===== src/rtl/mem_access_unit.sv =====
// rtl/mem_access_unit.sv - MEM-stage load/store unit for a synchronous 64-bit data RAM
// Stores complete in one cycle; loads take three cycles, two of them stalled.
module mem_access_unit #(
  parameter int ADDR_W = 13
) (
  input  logic              clk,
  input  logic              resetn,
  input  logic              req_re,
  input  logic              req_we,
  input  logic [63:0]       req_addr,
  input  logic [63:0]       req_wdata,
  input  logic [2:0]        req_func3,
  output logic              mem_stall,
  output logic [63:0]       load_data,
  output logic              misaligned,
  output logic              ram_en,
  output logic [7:0]        ram_we,
  output logic [ADDR_W-1:0] ram_addr,
  output logic [63:0]       ram_wdata,
  input  logic [63:0]       ram_rdata
);

  typedef enum logic [1:0] {IDLE, RD_WAIT, RD_DONE} state_t;

  state_t      state_q, state_d;
  logic [2:0]  off_q, off_d;
  logic [2:0]  func3_q, func3_d;
  logic [63:0] load_data_q, load_data_d;

  logic        is_store, is_load, legal, aligned, ok;
  logic [7:0]  size_mask;
  logic [63:0] shifted, extended;
  logic        stall_c, en_c, mis_c;
  logic [7:0]  we_c;
  logic        unused_addr_bits;

  assign unused_addr_bits = ^req_addr[63:ADDR_W+3];

  // A simultaneous store and load request is treated as a store.
  assign is_store = req_we;
  assign is_load  = req_re & ~req_we;
  assign legal    = is_store ? ~req_func3[2] : (req_func3 != 3'b111);
  assign ok       = legal & aligned;

  always_comb begin
    aligned   = 1'b1;
    size_mask = 8'h01;
    case (req_func3[1:0])
      2'd0: begin aligned = 1'b1;                  size_mask = 8'h01; end
      2'd1: begin aligned = ~req_addr[0];          size_mask = 8'h03; end
      2'd2: begin aligned = (req_addr[1:0] == 2'd0); size_mask = 8'h0F; end
      default: begin aligned = (req_addr[2:0] == 3'd0); size_mask = 8'hFF; end
    endcase
  end

  assign shifted = ram_rdata >> {off_q, 3'b000};

  always_comb begin
    extended = shifted;
    case (func3_q)
      3'b000:  extended = {{56{shifted[7]}},  shifted[7:0]};
      3'b001:  extended = {{48{shifted[15]}}, shifted[15:0]};
      3'b010:  extended = {{32{shifted[31]}}, shifted[31:0]};
      3'b100:  extended = {56'd0, shifted[7:0]};
      3'b101:  extended = {48'd0, shifted[15:0]};
      3'b110:  extended = {32'd0, shifted[31:0]};
      default: extended = shifted;
    endcase
  end

  always_comb begin
    state_d     = state_q;
    off_d       = off_q;
    func3_d     = func3_q;
    load_data_d = load_data_q;
    stall_c     = 1'b0;
    en_c        = 1'b0;
    we_c        = 8'h00;
    mis_c       = 1'b0;
    case (state_q)
      IDLE: begin
        if (is_store || is_load) begin
          if (!ok) begin
            mis_c = 1'b1;
          end else if (is_store) begin
            en_c = 1'b1;
            we_c = size_mask << req_addr[2:0];
          end else begin
            en_c    = 1'b1;
            stall_c = 1'b1;
            off_d   = req_addr[2:0];
            func3_d = req_func3;
            state_d = RD_WAIT;
          end
        end
      end
      RD_WAIT: begin
        stall_c     = 1'b1;
        load_data_d = extended;
        state_d     = RD_DONE;
      end
      // The stalled instruction is still presented here; it must not reissue.
      RD_DONE: state_d = IDLE;
      default: state_d = IDLE;
    endcase
  end

  always_ff @(posedge clk or negedge resetn) begin
    if (!resetn) begin
      state_q     <= IDLE;
      off_q       <= 3'd0;
      func3_q     <= 3'd0;
      load_data_q <= 64'd0;
    end else begin
      state_q     <= state_d;
      off_q       <= off_d;
      func3_q     <= func3_d;
      load_data_q <= load_data_d;
    end
  end

  assign mem_stall  = resetn & stall_c;
  assign ram_en     = resetn & en_c;
  assign misaligned = resetn & mis_c;
  assign ram_we     = resetn ? we_c : 8'h00;
  assign ram_addr   = req_addr[ADDR_W+2:3];
  assign ram_wdata  = (ram_we == 8'h00) ? 64'd0 : (req_wdata << {req_addr[2:0], 3'b000});
  assign load_data  = load_data_q;

endmodule

===== config.mk =====
export PLATFORM = sky130hd
export DESIGN_NAME = mem_access_unit
export DESIGN_NICKNAME = d
export VERILOG_FILES = /design/src/rtl/mem_access_unit.sv
export SDC_FILE = /design/constraint.sdc
export NUM_CORES = 1
export LEC_CHECK = 0
export ABC_AREA = 1
export CAP_MARGIN = 0
export CORE_AREA = 2 2 137 139
export CTS_BUF_LIST = sky130_fd_sc_hd__clkbuf_4 sky130_fd_sc_hd__clkbuf_8
export CTS_CLUSTER_SIZE = 24
export DETAILED_ROUTE_END_ITERATION = 10
export DIE_AREA = 0 0 139 141
export DONT_BUFFER_PORTS = 1
export MAX_ROUTING_LAYER = met4
export PLACE_DENSITY = 0.57
export RECOVER_POWER = 25
export SLEW_MARGIN = 20
export SYNTH_ARGS = -nofsm -noshare
export SYNTH_HDL_FRONTEND = slang
export SYNTH_SLANG_ARGS = --single-unit

===== constraint.sdc =====
create_clock -name clk -period 3.2 [get_ports clk]
set_clock_uncertainty 0.05 [all_clocks]
set_input_delay 0.48 -clock clk [delete_from_list [all_inputs] [get_ports clk]]
set_output_delay 0.48 -clock clk [all_outputs]
set_load 0.01 [all_outputs]

== Word-level counts from Yosys, hierarchy flattened ==
Cells that the tools add are included.

* Bits in registers: 72
* Bits of input ports: 199
* Output and inout bits: 152
* Word-level logic and storage cells: 60

* Reductions and logical operators: 9
* Muxes and demuxes: 24
* Shift-type cells: 3
* Bitwise gates (word level): 8
* Eq/ne operators: 12

{| class="wikitable"
|+ Operators with widths
! operator !! count
|-
| $pmux W64 S6 || 1
|-
| $mux W64 || 1
|-
| $shl A64 B6 Y64 || 1
|-
| $shr A64 B6 Y64 || 1
|-
| $mux W8 || 5
|-
| $pmux W8 S3 || 1
|-
| $mux W1 || 10
|-
| $eq A3 B3 Y1 const B || 3
|-
| $logic_not A8 Y1 || 1
|-
| $shl A8 B3 Y8 || 1
|-
| $logic_not A2 Y1 || 3
|-
| $logic_not A3 Y1 || 2
|-
| $mux W2 || 3
|-
| $ne A2 B2 Y1 const B || 3
|-
| $and A1 B1 Y1 || 5
|-
| $eq A2 B1 Y1 const B || 2
|-
| $pmux W2 S2 || 1
|-
| $reduce_and A4 Y1 || 1
|-
| $eq A3 B1 Y1 const B || 1
|-
| $eq A3 B2 Y1 const B || 1
|-
| $ne A3 B3 Y1 const B || 1
|-
| $not A1 Y1 || 3
|-
| $pmux W1 S3 || 1
|-
| $reduce_and A3 Y1 || 1
|-
| 3 further kinds || 3
|}

== Logic depth before layout (Yosys ltp) ==
Gate-level depths: netlist of the first run.

* Depth after elaboration: 10
* Mapped depth: 12
* Mapped depth without buffers: 9

== Worst setup path before layout of the first run ==
OpenSTA, ideal clock, no wires.

* Kind: input-to-output
* From: in req_addr[1]
* To: out ram_wdata[53]
* Setup slack: 1.039 ns
* Buffers on the path: 2
* Stages: 11
* Data required time: 2.670 ns
* Data arrival time: 1.631 ns
* Path through: buf_2 -> nor2_4 -> nand2_1 -> nand2_2 -> nand2_2 -> nor2_4 -> nand2_4 -> nor2_4 -> nor2_4 -> buf_6 -> nor2_1

* Cells in the longest elaborated chain, start to end: 9
* Elaborated cells on any way between the ends: 13
* Classes of those cells: shift (2); mux (7); bitwise (1); reduce/logical (3)

{| class="wikitable"
|+ Ends and longest elaborated chain
! element !! RTL line !! source
|-
| start, declared || 10 || <nowiki>input logic [63:0] req_addr,</nowiki>
|-
| $logic_not A3 Y1 / $logic_not A2 Y1 (equally long branches) || 52, 51 ||
|-
| $pmux W1 S3 || 48 || <nowiki>case (req_func3[1:0])</nowiki>
|-
| $and A1 B1 Y1 || 43 || <nowiki>assign ok = legal & aligned;</nowiki>
|-
| $mux W8 || 83 || <nowiki>if (!ok) begin</nowiki>
|-
| $mux W8 || 82 || <nowiki>if (is_store || is_load) begin</nowiki>
|-
| $mux W8 || 80 || <nowiki>case (state_q)</nowiki>
|-
| $mux W8 || 125 || <nowiki>assign ram_we = resetn ? we_c : 8'h00;</nowiki>
|-
| $logic_not A8 Y1 || 127 || <nowiki>assign ram_wdata = (ram_we == 8'h00) ? 64'd0 : (req_wdata << {req_addr[2:0], 3'b000});</nowiki>
|-
| $mux W64 (*) || 127 ||
|-
| end, declared || 19 || <nowiki>output logic [63:0] ram_wdata,</nowiki>
|}

Mark *: on every way between the ends. The rest lies on a longest branch, timed or not.

== Final worst setup path of the first run ==
* From: reg state_q[1]
* To: out ram_wdata[4]

* Cells in the longest elaborated chain, start to end: 5

{| class="wikitable"
|+ Ends and longest elaborated chain
! element !! RTL line !! source
|-
| start, declared || 25 || <nowiki>state_t state_q, state_d;</nowiki>
|-
| start signal, assigned || 115 || <nowiki>state_q <= state_d;</nowiki>
|-
| $logic_not A2 Y1 || 80 ||
|-
| $mux W8 || 80 ||
|-
| $mux W8 || 125 ||
|-
| $logic_not A8 Y1 || 127 ||
|-
| $mux W64 || 127 ||
|}

Every way passes these cells.

==> impl_metrics.py, run 1 <==
metrics = {
    "run_status": {
        "status": "complete, but fails checks",
        "violations": "max-capacitance violations, max-slew violations",
    },
    "die": {
        "chipWidth_um": 139,
        "number_of_ports_placed_on_the_die_boundary": 351,
        "rows": 50,
        "floorplan.initialDensity_pct": 38.32,
        "core_area_um2": 18270,
        "die_area_um2": 19600,
        "floorplan.die.height_um": 141,
    },
    "yosys": {
        "avgSynthCellArea_um2": 5.863,
        "yosys-top-cells-area": "dfrtp_1 26%, nand2_1 17%, nor2_1 11%, o21ai_0 9.7%, nand3_1 6.1%",
        "synth.ff_latch_count": 72,
        "post-synth-top-area-fraction_pct": 25.74,
        "netlist-cell-type-count": 41,
        "postSynth.topFlopCell": "dfrtp_1",
        "synth_area_leader_cell": "dfrtp_1",
        "most_frequent_cell_after_synthesis": "nand2_1",
        "synth-seq-area-share_pct": 25.74,
        "synth_enable_flop_cells": 0,
        "synthCells": 1194,
        "yosysWarningCount": 0,
        "synth.net_count": 1393,
        "async_flop_share_pct": 100.0,
        "syn-cell-area_um2": 7000,
        "post_synth_most_frequent_cells": "317 x nand2_1, 212 x nor2_1, 135 x o21ai_0",
    },
    "timing": {
        "max_clock_freq_mhz": 369.6,
        "final.setup.tns_ps": 0,
        "final_hold_viol_count": 0,
        "period_minus_slack_ps": 2706,
        "maxSlewHeadroom_pct": -21.78,
        "worstMarginPinSlew_ps": 1827,
        "slew_violations": 73,
        "grt_setup_unrepaired": "false",
        "timing.final.ws_setup_ps": 494.4,
        "fin_hold_ws_ps": 211.5,
        "setup_viol_count_final": 0,
        "fin_crit_sh_pct": 84.55,
    },
    "detailed_routing": {
        "drt-total-wl_um": 25370,
        "drt_pre_antenna_iters": 6,
        "detail_route.drc_violations": 0,
        "routed_wire_length_per_instance_um": 18.67,
        "routed-via-count": 7556,
        "postRouteAntennaNets": 0,
        "drt-vias-per-instance": 5.560,
        "first_iter_violations": 569,
    },
    "clock_tree": {
        "tritoncts_clock_tree": "built",
        "clk_path_buf_depth": 2,
        "clock_latency_ps": 360,
        "clock-sinks": 72,
        "htree_num_levels": 3,
        "cts_root_buf": "clkbuf_8",
        "clk_pin_slew_ps": 80,
        "cts_made_buffers": 9,
    },
    "placement": {
        "port_buffers": 0,
        "detailed_place_hpwl_um": 18740,
        "gpl.final_weighted_congestion": 0.9615,
        "place_area_um2": 6824,
        "pre_cts_slack_ps": 639.9,
        "placed_cells": 1341,
    },
    "setup_path": {
        "crit_path_end_kind": "output port",
        "cp_max_fo": 34,
        "critical_path.startpoint_type": "flip-flop",
        "setup.worst_path.class": "flip-flop to output port",
        "cp.required_ps": 2670,
        "worst_ep_arrival_time_ps": 2180,
    },
    "layout": {
        "final_net_count": 1319,
        "stdcell_count": 1359,
        "n_fill_cell": 2077,
        "fin_util_pct": 38.60,
        "number_of_diodes_added_for_antenna_fixing": 0,
        "postLayoutCellArea_um2": 7052,
        "drive_above_1_share_pct": 8.000,
        "area_growth_pct": 0.7328,
    },
    "grt": {
        "grt_overflow": 0,
        "grt_max_degree": 73,
        "first_pass_grt_wire_length_um": 38740,
        "grtUsageTotal_pct": 25.56,
        "grt_antenna_before_repair": 1,
        "first_global_vias": 6808,
    },
    "worst_hold_path": {
        "holdCritPathClass": "input pin to flip-flop",
    },
    "power_and_ir_drop": {
        "leakagePower_nw": 3.328,
        "ir_worst_vdd_uv": 327.3,
        "pwr_density_cell_nw_per_um2": 638.8,
        "total_power_mw": 4.504,
    },
    "flow_run": {
        "maxCapViolCount": 1,
    },
}
[power breakdown]
part | switching (mW) | internal [mW] | total, mW
Sequential | 0.520 | 1.30 | 1.82
Combinational | 1.27 | 0.608 | 1.88
Clock | 0.401 | 0.409 | 0.810
[logic make-up after synthesis]
kind of cell | count (synthesis) | synth area share [%]
simple gates | 679 | 41.07
compound gates | 262 | 20.43
mux | 1 | 0.1430
flops | 72 | 25.74
buf+inv | 180 | 12.62
[layout make-up]
type                       instances  area [um^2]  share of cell area [%]
sequential                        72         1803                   25.57
tap                              234        292.8                   4.152
clock inverter                     5        61.31                  0.8694
multi-input combinational        942         4320                   61.27
clock buffer                      11        151.4                   2.147
inverter                          78        295.3                   4.187
timing repair buffer              17        127.6                   1.810
[registers in the layout, indices dropped and copies added (netlist names)]
signal     count
load_data     64
func3_q        3
off_q          3
state_q        2
[worst max-delay path, cell delays in order, from the launching register on]
cell     delay (ps)
dfrtp_1         450
nor3_4          270
nand3_1         200
nor2_4          190
inv_2           260
nor3_1          280
buf_4           170
[cells in the final DEF (no fill, tap or decap), drive strengths merged]
| master | count |
|---|---|
| buf | 15 |
| dfrtp | 72 |
| clkbuf | 12 |
| o22ai | 9 |
| dlygate4sd3 | 1 |
| nand3 | 89 |
| o21a | 9 |
| o21ai | 141 |
| a41oi | 1 |
| o211ai | 12 |
| or2 | 10 |
| clkinv | 3 |
| a21oi | 72 |
| a22o | 1 |
| nand4 | 9 |
| and2 | 2 |
| inv | 79 |
| o221ai | 1 |
| bufinv | 1 |
| nand2 | 321 |
| nor3 | 12 |
| mux2i | 1 |
| a21boi | 5 |
| o22a | 1 |
| nor2 | 236 |
| a31oi | 10 |
[timing repair]
item | in CTS | in global routing
gates resized for setup | 0 | 0
hold buffers | 2 | 0
endpoints found under the hold margin | 72 | 0
buffers inserted | 0 | 0
[path summary, 6_finish.rpt]
kind	start	end	slack, ps	cells after the start
min	req_func3[0]	func3_q[0]	210	2
max	state_q[1]	ram_wdata[4]	490	6
max in group asynchronous	resetn	off_q[0]	770	2
max reg2reg	off_q[0]	load_data[22]	810	10
min reg2reg	load_data[22]	load_data[22]	530	2
min in group asynchronous	resetn	load_data[30]	1120	2
[per-layer routing]
layer / share of wire (%) / vias up / track usage (%) / routed length [um]
met5: 0 / - / - / 0
met1: 39 / 3441 / 30.66 / 9883
met2: 49 / 359 / 42.52 / 12440
met3: 9.3 / 42 / 6.522 / 2351
met4: 2.8 / 0 / 7.709 / 702
li1: - / 3714 / - / -
Power figures use the tool's default switching activity.
==> inputs of run 2 (changes only) <==
Clock period 3.2 ns to 2.5 ns, I/O delays scaled along.
==> run 2 against run 1 <==
Effect of this change: the run still ends with max-capacitance violations, max-slew violations left; largest power group unchanged; sequential share of layout area decreased by 0.73 points; highest routed layer unchanged; utilization increased by 1.2 points; largest cell class unchanged; critical path depth decreased by 1.
==> impl_metrics.py, run 2 (synthesis results as in run 1) <==
metrics = {
    "layout": {
        "stdcell_count": 1378,
        "number_of_diodes_added_for_antenna_fixing": 0,
        "largest_reg_flops": 64,
        "final_common_cell": "nand2_1",
        "final_net_count": 1338,
        "area_growth_pct": 3.753,
        "layout_common_cells": "317 x nand2_1, 203 x nor2_1, 135 x o21ai_0",
        "drive_above_1_share_pct": 10.49,
    },
    "die": {
        "core_area_um2": 18270,
        "chipWidth_um": 139,
        "die_area_um2": 19600,
        "floorplan.initialDensity_pct": 38.32,
        "number_of_ports_placed_on_the_die_boundary": 351,
        "floorplan.die.height_um": 141,
        "rows": 50,
    },
    "setup_path": {
        "cp_max_fo": 32,
        "total_buffers_and_inverters_traversed_by_the_critical_path": 0,
        "critical_path.startpoint_type": "flip-flop",
        "timing.critical_path.mode_cell": "nor2_4",
        "critical-path-slowest-cell": "nor2_4",
        "cp.required_ps": 2080,
        "timing.critical_path.cells": "nor3_4 > nand3_2 > nor2_4 > nor2_4 > nor2_1",
        "cp_top_family": "simple AND/OR/NAND/NOR gates",
        "crit_path_end_kind": "output port",
        "setup.worst_path.class": "flip-flop to output port",
        "critPathMaxStageDelay_ps": 730,
        "worst_ep_arrival_time_ps": 1990,
    },
    "grt": {
        "grt_antenna_before_repair": 1,
        "grtUsageTotal_pct": 25.40,
        "grt_overflow": 0,
        "grt_max_degree": 73,
        "first_pass_grt_wire_length_um": 38520,
        "first_global_vias": 7001,
    },
    "placement": {
        "gpl.final_weighted_congestion": 0.9418,
        "detailed_place_hpwl_um": 18880,
        "port_buffers": 0,
        "placed_cells": 1360,
    },
    "detailed_routing": {
        "postRouteAntennaNets": 0,
        "drt-vias-per-instance": 5.532,
        "first_iter_violations": 667,
        "drt_pre_antenna_iters": 6,
        "drt-total-wl_um": 25290,
        "detail_route.drc_violations": 0,
        "routed_wire_length_per_instance_um": 18.35,
        "routed-via-count": 7623,
    },
    "timing": {
        "max_clock_freq_mhz": 413.8,
        "worstMarginPinSlew_ps": 1622,
        "fin_crit_sh_pct": 96.66,
        "fin_hold_ws_ps": 106.1,
        "maxSlewHeadroom_pct": -8.139,
        "grt_setup_unrepaired": "true",
        "setup_viol_count_final": 0,
        "final_hold_viol_count": 0,
        "period_minus_slack_ps": 2416,
        "slew_violations": 73,
    },
    "clock_tree": {
        "clk_pin_slew_ps": 90,
        "clk_path_buf_depth": 2,
        "tritoncts_clock_tree": "built",
        "cts_made_buffers": 9,
        "cts_root_buf": "clkbuf_8",
        "clock-sinks": 72,
        "clock_latency_ps": 370,
        "htree_num_levels": 3,
    },
    "worst_hold_path": {
        "holdCritPathClass": "input pin to flip-flop",
    },
    "power_and_ir_drop": {
        "pwr_density_cell_nw_per_um2": 796.7,
        "ir_worst_vdd_uv": 465.9,
        "total_power_mw": 5.787,
        "leakagePower_nw": 3.432,
    },
    "run_status": {
        "violations": "max-capacitance violations, max-slew violations",
        "status": "complete, but fails checks",
    },
    "flow_run": {
        "maxCapViolCount": 1,
    },
}
## run 2: cell types whose count changed in the layout (fill, tap and decap cells not counted), moves of 2 or more
cell | previous run | this run
nor2_1 | 212 | 203
clkbuf_8 | 11 | 9
buf_4 | 15 | 30
nor2_2 | 18 | 27
buf_12 | 0 | 4
## run 2: worst paths after layout
path / slack [ps] / depth (start not counted) / endpoint / startpoint
worst max-delay path: 80 / 5 / ram_wdata[32] / state_q[1]
worst min-delay path: 110 / 2 / func3_q[1] / req_func3[1]
worst max register to register: 350 / 8 / load_data[46] / off_q[1]
worst min register to register: 530 / 2 / load_data[34] / load_data[34]
max in group asynchronous: 370 / 2 / state_q[1] / resetn
min in group asynchronous: 950 / 2 / load_data[30] / resetn
## run 2: power breakdown
part | switching (mW) | internal, mW | total [mW] | leakage [nW]
Sequential | 0.677 | 1.66 | 2.34 | 0.812
Clock | 0.505 | 0.478 | 0.983 | 0.100
Combinational | 1.62 | 0.848 | 2.47 | 2.52
## run 2: stage by stage
step	setup TNS [ps]	cell area, um^2	utilization [%]	setup slack [ps]
2_1_floorplan	0	7000	-	548.8
3_3_place_gp	0	7017	38.41	195.9
3_5_place_dp	0	7017	38.41	179.9
4_1_cts	0	7262	39.75	23.63
5_1_grt	-463.2	7263	39.76	-52.64
6_report	0	7263	39.76	83.53
## run 2: layout make-up
type,instances,area (um^2)
multi-input combinational,942,4348
fill,2072,11000
timing repair buffer,36,320.3
inverter,78,297.8
clock inverter,6,68.82
tap,234,292.8
sequential,72,1804
clock buffer,10,131.4
## run 2: routing by layer
metal | vias up | wire [um] | global-route usage [%]
met5 | - | 0 | -
met4 | 0 | 842 | 9.888
met3 | 57 | 2206 | 5.740
met2 | 356 | 12310 | 41.61
met1 | 3470 | 9926 | 30.56
li1 | 3740 | - | -
## run 2: timing repair
action,CTS,global route
hold buffers,2,0
setup endpoints to repair,28,25
endpoints found under the hold margin,72,0
pin swaps,1,1
buffers inserted,0,0
gates resized for setup,2,10
==> inputs of run 3 (changes only) <==
Settings changed: MAX_ROUTING_LAYER met4 to default.
==> run 3 against run 2 <==
Effect of this change: sequential cell count unchanged; fmax increased by 0.57%; non-clock buffer count shrank 1; global-route usage shrank 0.36 points; clock power fell by 3.7%; sequential power about the same; via count fell by 0.26%; first-iteration DRC count down 3.9%; the run now ends clean.
==> impl_metrics.py, run 3 (synthesis results as in run 1) <==
metrics = {
    "clock_tree": {
        "htree_num_levels": 3,
        "clk_path_buf_depth": 2,
        "cts_post_setup_buffers_inserted": 0,
        "cts_root_buf": "clkbuf_8",
        "tritoncts_clock_tree": "built",
        "clock-sinks": 72,
        "cts_made_buffers": 9,
        "clock_latency_ps": 370,
        "clk_pin_slew_ps": 70,
    },
    "die": {
        "core_area_um2": 18270,
        "floorplan.die.height_um": 141,
        "die_area_um2": 19600,
        "number_of_ports_placed_on_the_die_boundary": 351,
        "floorplan.initialDensity_pct": 38.32,
        "rows": 50,
        "chipWidth_um": 139,
    },
    "grt": {
        "grt_antenna_before_repair": 1,
        "grtUsageTotal_pct": 25.04,
        "first_pass_grt_wire_length_um": 39220,
        "grt_max_degree": 73,
        "grt_overflow": 0,
        "first_global_vias": 7025,
    },
    "setup_path": {
        "critical_path.startpoint_type": "flip-flop",
        "critical-path-slowest-cell": "nor2_4",
        "worst_ep_arrival_time_ps": 1980,
        "cp_top_family": "simple AND/OR/NAND/NOR gates",
        "total_buffers_and_inverters_traversed_by_the_critical_path": 0,
        "critPathMaxStageDelay_ps": 730,
        "timing.critical_path.mode_cell": "nor2_4",
        "crit_path_end_kind": "output port",
        "setup.worst_path.class": "flip-flop to output port",
        "cp.required_ps": 2080,
        "cp_max_fo": 32,
        "timing.critical_path.cells": "nor3_4 > nand3_2 > nor2_4 > nor2_4 > nor2_1",
    },
    "layout": {
        "largest_reg_flops": 64,
        "final_net_count": 1337,
        "layout.area.seq_um2": 1804,
        "number_of_diodes_added_for_antenna_fixing": 0,
        "postLayoutCellArea_um2": 7226,
        "fin_util_pct": 39.55,
        "drive_above_1_share_pct": 9.720,
        "n_fill_cell": 2077,
        "layout_common_cells": "317 x nand2_1, 210 x nor2_1, 135 x o21ai_0",
        "area_growth_pct": 3.217,
        "multi_input_area_um2": 4330,
        "final_common_cell": "nand2_1",
    },
    "power_and_ir_drop": {
        "leakagePower_nw": 3.418,
        "internal-power_mw": 2.954,
        "logic_gate_share_of_total_power_pct": 42.5,
        "power.share.sequential_pct": 41.0,
        "pwr_density_cell_nw_per_um2": 793.3,
        "p_switching_mw": 2.779,
        "switching_share_pct": 48.47,
        "ir_worst_vdd_uv": 418.6,
        "clock_power_share_pct": 16.5,
    },
    "detailed_routing": {
        "postRouteAntennaNets": 0,
        "detail_route.drc_violations": 0,
        "first_iter_violations": 641,
        "drt_pre_antenna_iters": 5,
        "drt-total-wl_um": 25400,
        "routed_wire_length_per_instance_um": 18.46,
        "routed-via-count": 7603,
        "drt-vias-per-instance": 5.525,
    },
    "timing": {
        "fin_crit_sh_pct": 96.12,
        "final_hold_viol_count": 0,
        "slew_violations": 0,
        "worstMarginPinSlew_ps": 969.0,
        "max_clock_freq_mhz": 416.2,
        "setup_viol_count_final": 0,
        "grt_setup_unrepaired": "true",
        "maxSlewHeadroom_pct": 35.24,
        "period_minus_slack_ps": 2403,
    },
    "placement": {
        "place_area_um2": 6984,
        "port_buffers": 0,
        "detailed_place_hpwl_um": 19000,
        "gpl.final_weighted_congestion": 0.9158,
    },
    "worst_hold_path": {
        "holdCritPathClass": "input pin to flip-flop",
    },
    "run_status": {
        "status": "finished clean",
    },
    "flow_run": {
        "maxCapViolCount": 0,
    },
}
[run 3: timing repair]
action | in CTS | in global routing
pin swaps | 1 | 1
hold buffers | 2 | 0
setup endpoints to repair | 28 | 31
endpoints found under the hold margin | 72 | 0
gates resized for setup | 2 | 3
[run 3: final timing paths]
check	start	endpoint	slack, ps	depth (start not counted)
max	state_q[0]	ram_wdata[48]	100	5
min	req_addr[2]	off_q[2]	110	2
max reg2reg	off_q[0]	load_data[9]	370	9
min reg2reg	load_data[41]	load_data[41]	530	2
max in group asynchronous	resetn	state_q[1]	1550	2
min in group asynchronous	resetn	load_data[45]	550	2
[run 3: per-layer routing]
layer  vias up  GRT usage, %  wire, um
li1       3741             -         -
met1      3471         31.02     10050
met2       340         42.44     12310
met3        51         6.522      2195
met4         0         8.559       841
met5         -             0         0
[run 3: worst register-to-register path: cells and delay by family (launching register included)]
family	cells	cell delay [ps]
AOI/OAI and AO/OA	2	360
buffers and inverters	3	770
DFF	1	500
and+or+nand+nor	4	380
[run 3: layout make-up]
type                            count  area share [%]
Clock inverter                      5          0.8139
Inverter                           78           4.121
Clock buffer                       10           1.818
Sequential cell                    72           24.97
Timing Repair Buffer               35           4.294
Tap cell                          234           4.052
Multi-Input combinational cell    942           59.93
[run 3: power by group through the flow]
stage	clock network, mW	logic [mW]	registers, mW
after global placement	0	2.37	2.38
after floorplan	0	2.00	2.17
final	0.947	2.44	2.35
after global routing	1.01	2.78	2.42
after CTS	0.973	2.43	2.37
after detailed placement	0	2.38	2.40
[run 3: metrics by stage]
step	total power, mW	instances	worst slack (ps)	TNS [ps]	hold slack (ps)
2_1_floorplan	4.168	1194	548.8	0	29.41
3_5_place_dp	4.782	1359	157.7	0	32.42
3_3_place_gp	4.754	1359	201.5	0	31.91
5_1_grt	6.215	1376	-34.34	-251.3	104.9
4_1_cts	5.773	1376	31.72	0	99.57
6_report	5.732	1376	97.12	0	107.5
